==> config.mk <==
export PLATFORM = sky130hd
export DESIGN_NAME = marker_pixel_detector
export DESIGN_NICKNAME = d
export VERILOG_FILES = /design/src/rtl/marker_pixel_detector_pkg.sv /design/src/rtl/marker_pixel_detector_color_classifier.sv /design/src/rtl/marker_pixel_detector.sv
export SDC_FILE = /design/constraint.sdc
export NUM_CORES = 1
export LEC_CHECK = 0
export ABC_AREA = 1
export BUFFER_PORTS_ARGS = -buffer_cell sky130_fd_sc_hd__buf_4
export CORE_MARGIN = 3
export CORE_UTILIZATION = 55
export CTS_CLUSTER_SIZE = 16
export DETAILED_ROUTE_END_ITERATION = 10
export PLACE_DENSITY = 0.86
export SLEW_MARGIN = 20
export SYNTH_ARGS = -nofsm -noshare
export SYNTH_HDL_FRONTEND = slang
export SYNTH_HIERARCHICAL = 1
export SYNTH_SLANG_ARGS = --single-unit
export TNS_END_PERCENT = 10
==> constraint.sdc <==
create_clock -name clk -period 2.6 [get_ports clk]
set_clock_uncertainty 0.2 [all_clocks]
set_input_delay 0.13 -clock clk [delete_from_list [all_inputs] [get_ports clk]]
set_output_delay 0.13 -clock clk [all_outputs]
set_load 0.01 [all_outputs]
==> src/rtl/marker_pixel_detector_pkg.sv <==
// Shared definitions for the marker pixel detector: pixel class encoding,
// luma threshold, per-class chroma windows and the frame-tracking states.
package marker_pixel_detector_pkg;

  // Marker classes 0-3 map directly onto the 2-bit color output; NONE is
  // the extra code that never gets reported.
  typedef enum logic [2:0] {
    CLS_0    = 3'd0,
    CLS_1    = 3'd1,
    CLS_2    = 3'd2,
    CLS_3    = 3'd3,
    CLS_NONE = 3'd4
  } pixel_class_t;

  localparam int NUM_CLASSES = 4;

  // Pixels darker than this never belong to a marker.
  localparam logic [7:0] Y_MIN = 8'd64;

  // Chroma windows, inclusive bounds, packed as {class3, class2, class1, class0}.
  //   class 0: high Cr, low Cb    class 1: low Cr, high Cb
  //   class 2: low Cr, low Cb     class 3: high Cr, high Cb
  localparam logic [NUM_CLASSES-1:0][7:0] CR_MIN = {8'd200, 8'd0,   8'd0,   8'd200};
  localparam logic [NUM_CLASSES-1:0][7:0] CR_MAX = {8'd255, 8'd60,  8'd60,  8'd255};
  localparam logic [NUM_CLASSES-1:0][7:0] CB_MIN = {8'd200, 8'd0,   8'd200, 8'd0};
  localparam logic [NUM_CLASSES-1:0][7:0] CB_MAX = {8'd255, 8'd60,  8'd255, 8'd60};

  // Frame tracking: nothing is reported until one complete vsync has been seen.
  typedef enum logic [1:0] {
    ST_SYNC_WAIT = 2'd0,
    ST_PRIME     = 2'd1,
    ST_ACTIVE    = 2'd2,
    ST_BLANK     = 2'd3
  } det_state_t;

  // Inclusive range test used for the chroma windows.
  function automatic logic in_window(input logic [7:0] v,
                                     input logic [7:0] lo,
                                     input logic [7:0] hi);
    return (v >= lo) && (v <= hi);
  endfunction

endpackage

==> src/rtl/marker_pixel_detector_color_classifier.sv <==
// First pipeline stage: classifies a YCrCb sample into one of the marker
// classes and registers the result. Lowest matching class index wins.
module color_classifier
  import marker_pixel_detector_pkg::*;
(
  input  logic         clk,
  input  logic         reset,
  input  logic [7:0]   pixel_y,
  input  logic [7:0]   pixel_cr,
  input  logic [7:0]   pixel_cb,
  output pixel_class_t pixel_class
);

  logic [NUM_CLASSES-1:0] match;
  pixel_class_t           class_next;

  generate
    for (genvar gi = 0; gi < NUM_CLASSES; gi++) begin : g_window
      assign match[gi] = (pixel_y >= Y_MIN)
                      && in_window(pixel_cr, CR_MIN[gi], CR_MAX[gi])
                      && in_window(pixel_cb, CB_MIN[gi], CB_MAX[gi]);
    end
  endgenerate

  // Priority select: scan from the highest class down so the lowest match is kept.
  always_comb begin
    class_next = CLS_NONE;
    for (int k = NUM_CLASSES - 1; k >= 0; k--) begin
      if (match[k]) begin
        class_next = pixel_class_t'(k[2:0]);
      end
    end
  end

  // Register the class so stage 2 sees it one cycle after the sample.
  always_ff @(posedge clk or posedge reset) begin
    if (reset) begin
      pixel_class <= CLS_0;
    end else begin
      pixel_class <= class_next;
    end
  end

endmodule

==> src/rtl/marker_pixel_detector.sv <==
// Marker pixel detector: tracks raster position, classifies each pixel and
// reports pixels that end a run of RUN_LEN same-class pixels, two cycles
// after the pixel arrives. frame_flag marks the blanking after a reported frame.
module marker_pixel_detector
  import marker_pixel_detector_pkg::*;
#(
  parameter int RUN_LEN  = 3,
  parameter int H_ACTIVE = 640,
  parameter int V_ACTIVE = 480
) (
  input  logic       clk,
  input  logic       reset,
  input  logic [7:0] pixel_y,
  input  logic [7:0] pixel_cr,
  input  logic [7:0] pixel_cb,
  input  logic       pixel_valid,
  input  logic       hsync,
  input  logic       vsync,
  output logic [1:0] color,
  output logic [9:0] interesting_x,
  output logic [8:0] interesting_y,
  output logic       interesting_flag,
  output logic       frame_flag
);

  localparam int               RUN_W   = $clog2(RUN_LEN + 1);
  localparam logic [RUN_W-1:0] RUN_MAX = RUN_W'(RUN_LEN);
  localparam logic [9:0]       H_LIM   = 10'(H_ACTIVE);
  localparam logic [8:0]       V_LIM   = 9'(V_ACTIVE);

  det_state_t       state_reg;
  logic             vsync_prev_reg;
  logic             frame_d1_reg;
  logic [9:0]       x_reg;
  logic [8:0]       y_reg;
  logic             s1_valid_reg;
  logic             s1_hsync_reg;
  logic [9:0]       s1_x_reg;
  logic [8:0]       s1_y_reg;
  pixel_class_t     s1_class;
  logic [RUN_W-1:0] run_reg;
  logic [RUN_W-1:0] run_next;
  pixel_class_t     prev_class_reg;
  logic             hit;
  logic             vsync_rise;
  logic             vsync_fall;
  logic             pixel_accept;

  assign vsync_rise = vsync & ~vsync_prev_reg;
  assign vsync_fall = ~vsync & vsync_prev_reg;

  // Only pixels inside the active window of a frame that began after a full
  // vsync are passed on; vsync high also drops the pixel on the rising edge.
  assign pixel_accept = pixel_valid && !vsync && (x_reg < H_LIM) && (y_reg < V_LIM)
                     && (state_reg == ST_ACTIVE);

  // Frame state machine with edge detect and the two-cycle delayed frame_flag.
  always_ff @(posedge clk or posedge reset) begin
    if (reset) begin
      state_reg      <= ST_SYNC_WAIT;
      vsync_prev_reg <= 1'b0;
      frame_d1_reg   <= 1'b0;
      frame_flag     <= 1'b0;
    end else begin
      vsync_prev_reg <= vsync;
      frame_d1_reg   <= (state_reg == ST_BLANK);
      frame_flag     <= frame_d1_reg;
      case (state_reg)
        ST_SYNC_WAIT: if (vsync)      state_reg <= ST_PRIME;
        ST_PRIME:     if (vsync_fall) state_reg <= ST_ACTIVE;
        ST_ACTIVE:    if (vsync_rise) state_reg <= ST_BLANK;
        ST_BLANK:     if (vsync_fall) state_reg <= ST_ACTIVE;
        default:                      state_reg <= ST_SYNC_WAIT;
      endcase
    end
  end

  // Raster counters; a pixel coincident with hsync is tagged with the old x.
  always_ff @(posedge clk or posedge reset) begin
    if (reset) begin
      x_reg <= '0;
      y_reg <= '0;
    end else begin
      if (hsync) begin
        x_reg <= '0;
      end else if (pixel_valid && (x_reg < H_LIM)) begin
        x_reg <= x_reg + 10'd1;
      end
      if (vsync_fall) begin
        y_reg <= '0;
      end else if (hsync && (y_reg < V_LIM)) begin
        y_reg <= y_reg + 9'd1;
      end
    end
  end

  color_classifier u_classifier (
    .clk         (clk),
    .reset       (reset),
    .pixel_y     (pixel_y),
    .pixel_cr    (pixel_cr),
    .pixel_cb    (pixel_cb),
    .pixel_class (s1_class)
  );

  // Stage 1 side-band: validity, coordinates and line end travel with the class.
  always_ff @(posedge clk or posedge reset) begin
    if (reset) begin
      s1_valid_reg <= 1'b0;
      s1_hsync_reg <= 1'b0;
      s1_x_reg     <= '0;
      s1_y_reg     <= '0;
    end else begin
      s1_valid_reg <= pixel_accept;
      s1_hsync_reg <= hsync;
      s1_x_reg     <= x_reg;
      s1_y_reg     <= y_reg;
    end
  end

  // Run length including the stage-1 pixel; idle cycles leave the run untouched.
  always_comb begin
    run_next = run_reg;
    if (s1_valid_reg) begin
      if (s1_class == CLS_NONE) begin
        run_next = '0;
      end else if (s1_class != prev_class_reg) begin
        run_next = RUN_W'(1);
      end else if (run_reg >= RUN_MAX) begin
        run_next = RUN_MAX;
      end else begin
        run_next = run_reg + RUN_W'(1);
      end
    end
  end

  assign hit = s1_valid_reg && (s1_class != CLS_NONE) && (run_next == RUN_MAX);

  // Stage 2: report the pixel, then drop the run at line end so the
  // hsync-coincident pixel can still complete its own run.
  always_ff @(posedge clk or posedge reset) begin
    if (reset) begin
      run_reg          <= '0;
      prev_class_reg   <= CLS_NONE;
      interesting_flag <= 1'b0;
      color            <= '0;
      interesting_x    <= '0;
      interesting_y    <= '0;
    end else begin
      interesting_flag <= hit;
      if (hit) begin
        color         <= 2'(s1_class);
        interesting_x <= s1_x_reg;
        interesting_y <= s1_y_reg;
      end
      if (s1_hsync_reg) begin
        run_reg        <= '0;
        prev_class_reg <= CLS_NONE;
      end else begin
        run_reg <= run_next;
        if (s1_valid_reg) begin
          prev_class_reg <= s1_class;
        end
      end
    end
  end

endmodule

==> impl_summary.log <==
INFO  metric worstSkewPairLatency = 0.35 ns
INFO  metric cts_tree = built
INFO  metric dr_total_vias = 2576
INFO  metric grt_max_degree = 40
INFO  metric insertedDiodeCount = 0
INFO  metric synth.ff_latch_count = 75
INFO  metric most-common-layout-cells = sky130_fd_sc_hd__nand2_1, sky130_fd_sc_hd__dfrtp_1, sky130_fd_sc_hd__buf_4, sky130_fd_sc_hd__nand3_1, sky130_fd_sc_hd__inv_1
INFO  metric wl = 7.048 mm
INFO  metric floorplan.die.width = 81.19 um
INFO  metric synthFlopType = sky130_fd_sc_hd__dfrtp_1
INFO  metric initial_utilization = 0.5900
INFO  metric nNetsFinal = 428
INFO  metric layout-area-overhead-vs-synth = 25.35%
INFO  metric synth_top_area_share = 0.5956
INFO  metric avgSynthCellArea = 9.451 um^2
INFO  metric crit_path_max_fanout = 3
INFO  metric fin_crit = 2.302 ns
INFO  metric count_of_flip_flops_with_a_built_in_enable_after_synthesis = 0
INFO  metric maxCapViolations = 0
INFO  metric dieHeight = 81.19 um
INFO  metric power_density = 628.4 mW/mm^2
INFO  metric dp_slack = 0.7697 ns
INFO  metric grt_util_all_layers = 0.2423
INFO  metric grt_setup_unrepaired = no
INFO  metric synth_top_family_by_area = simple AND/OR/NAND/NOR gates
INFO  metric per_cell_routed_wire_length = 14.93 um
INFO  metric ioPinCount = 52
INFO  metric synth.area.top_cells = sky130_fd_sc_hd__dfrtp_1, sky130_fd_sc_hd__nand2_1, sky130_fd_sc_hd__nand3_1
INFO  metric grt_first_pass_wirelength = 11.89 mm
INFO  metric status = finished, final reports clean
INFO  metric cellLeakagePower = 2.053 nW
INFO  metric clock_sinks = 75
INFO  metric drt_iter0_markers = 176
INFO  metric synth_top_cell_by_area = sky130_fd_sc_hd__dfrtp_1
INFO  metric end_kind = register
INFO  metric cts_buffers = 9
INFO  metric layout_commonest_cell = sky130_fd_sc_hd__nand2_1
INFO  metric synthesized_instance_count = 329
INFO  metric critical_path_arrival = 2.39 ns
INFO  metric finalHoldViolCount = 0
INFO  metric ctsResizeCount = 0
INFO  metric core_area = 0.005270 mm^2
INFO  metric cts_htree_levels = 3
INFO  metric drt-vias-per-instance = 5.458
INFO  metric setup_viol = 0
INFO  metric final_layout_size_suffix_gt1_frac = 0.1990
INFO  metric synth.distinct_cells = 34
INFO  metric tightest_slew = 0.6995 ns
INFO  metric synth-adder-area-share = 0.008048
INFO  metric max_freq = 0.4344 GHz
INFO  metric detailedPlacementHpwl = 4.250 mm
INFO  metric hold_slack = 0.02291 ns
INFO  metric drt_pass1_iterations = 5
INFO  metric slew-limit-headroom = 0.5330
INFO  metric synth_compound_gate_area_share = 0.06197
INFO  metric fin_setup_tns = 0 ns
INFO  metric grt_remaining_overflow = 0
INFO  metric ys_async_sr_fraction = 1.000
INFO  metric cts-hold-fix-buffers = 16
INFO  metric synth_cell_area = 0.003109 mm^2
INFO  metric clock-root-buffer = sky130_fd_sc_hd__clkbuf_8
INFO  metric tcrit_tclk_final = 0.8855
INFO  metric power.total = 2.449 mW
INFO  metric ys.warnings.count = 6
INFO  metric ir_drop = 0.4228 mV
INFO  metric number_of_antenna_violations_at_the_first_check_in_global_routing = 0
INFO  metric floorplan.rows = 26
INFO  metric setup.worst_path.class = in -> reg
INFO  metric hold_path_class = in -> async
INFO  metric synthXorXnorAreaFrac = 0.008451
INFO  metric timing.critical_path.from_type = input port
INFO  metric gp_congestion = 0.8233
INFO  metric sequential_fraction_of_the_synthesis_area = 0.6040
INFO  metric number_of_global_route_vias_before_repair = 2560
INFO  metric drc_errors = 0
INFO  metric ant_nets = 0
INFO  metric slew_viol_final = 0
INFO  metric count_of_buffers_inserted_at_the_top_level_ports = 45
INFO  metric die_area = 0.006591 mm^2
INFO  metric required = 2.68 ns
INFO  metric clk_pin_slew_worst_paths = 0.08 ns
INFO  metric post-cts-setup-buffers = 0
INFO  metric post_synth_and_or_nand_nor_area_fraction = 0.2527
INFO  metric postLayoutSetupSlackWorst = 0.2978 ns
INFO  metric synth.area.mux_share = 0
INFO  metric clock_path_buffers = 2
INFO  metric mappedNetlistNets = 360
-- logic make-up (layout without fill, tap and decap cells) --
logic type	count (synthesis)	count (layout)
AO/OA/AOI/OAI	32	32
AND/OR/NAND/NOR	172	172
buffers and inverters	45	118
XOR/XNOR	3	3
adder cells (fa/ha/maj)	2	2
flip-flops	75	75
-- per-layer routing --
layer	vias to the layer above	part of all wire	global-route usage
met3	28	0.046	0.06541
met4	0	0.033	0.1250
met2	108	0.53	0.4064
li1	1195	-	-
met1	1245	0.39	0.2856
met5	-	0	0
-- cell usage after synthesis (2+ instances only) --
| cell type | n |
|---|---|
| sky130_fd_sc_hd__a21oi_1 | 10 |
| sky130_fd_sc_hd__a21oi_2 | 2 |
| sky130_fd_sc_hd__a22o_1 | 2 |
| sky130_fd_sc_hd__buf_2 | 2 |
| sky130_fd_sc_hd__buf_6 | 4 |
| sky130_fd_sc_hd__dfrtp_1 | 74 |
| sky130_fd_sc_hd__ha_1 | 2 |
| sky130_fd_sc_hd__inv_1 | 37 |
| sky130_fd_sc_hd__nand2_1 | 87 |
| sky130_fd_sc_hd__nand2_2 | 4 |
| sky130_fd_sc_hd__nand3_1 | 38 |
| sky130_fd_sc_hd__nand4_1 | 6 |
| sky130_fd_sc_hd__nor2_1 | 21 |
| sky130_fd_sc_hd__nor2_4 | 2 |
| sky130_fd_sc_hd__nor3_1 | 6 |
| sky130_fd_sc_hd__nor3b_1 | 2 |
| sky130_fd_sc_hd__o21ai_0 | 12 |
| sky130_fd_sc_hd__xor2_1 | 2 |
-- report_power, final --
group	leakage, nW	internal, mW	total [mW]	switching (mW)
sequential	1.01	1.22	1.26	0.0389
combinational	0.931	0.0822	0.192	0.110
clock	0.108	0.566	1.00	0.435
-- per-stage QoR --
step | area, um^2 | utilization | std cells
2_1_floorplan | 3109 | - | 329
5_1_grt | 3897 | 0.7396 | 472
4_1_cts | 3897 | 0.7396 | 472
3_5_place_dp | 3511 | 0.6662 | 440
6_report | 3897 | 0.7396 | 472
3_3_place_gp | 3511 | 0.6662 | 440
-- critical path: stages --
cell and delay (ns):
sky130_fd_sc_hd__dlygate4sd3_1 0.53, sky130_fd_sc_hd__buf_4 0.11, sky130_fd_sc_hd__nand2_1 0.05, sky130_fd_sc_hd__dlygate4sd3_1 0.57, sky130_fd_sc_hd__nor2_1 0.22, sky130_fd_sc_hd__nand4_1 0.11
sky130_fd_sc_hd__dlygate4sd3_1 0.59, sky130_fd_sc_hd__nand2_1 0.09
-- final cells by class --
cell class,count,area (um^2)
tap,70,87.58
clock buffer,10,137.6
fill,337,1373
sequential,75,1878
inverter,38,142.6
clock inverter,6,88.84
multi-input combinational,209,1030
timing repair buffer,64,533.0
-- final timing paths --
| path | cells past startpoint | slack [ns] | start | endpoint |
|---|---|---|---|---|
| setup / recovery | 8 | 0.30 | pixel_cb[6] | u_classifier/pixel_class[1]$_DFF_PP0_ |
| hold / removal | 3 | 0.02 | reset | u_classifier/pixel_class[0]$_DFF_PP0_ |
| setup reg to reg | 6 | 0.71 | u_classifier/pixel_class[1]$_DFF_PP0_ | interesting_y[1]$_DFFE_PP0P_ |
| hold reg to reg | 0 | 0.16 | frame_d1_reg$_DFF_PP0_ | frame_flag$_DFF_PP0_ |
| max in group asynchronous | 4 | 1.29 | reset | x_reg[4]$_DFFE_PP0P_ |
| min in group clk | 5 | 0.06 | pixel_cr[3] | u_classifier/pixel_class[2]$_DFF_PP0_ |
Note: power is estimated with default switching activity, not from simulation.
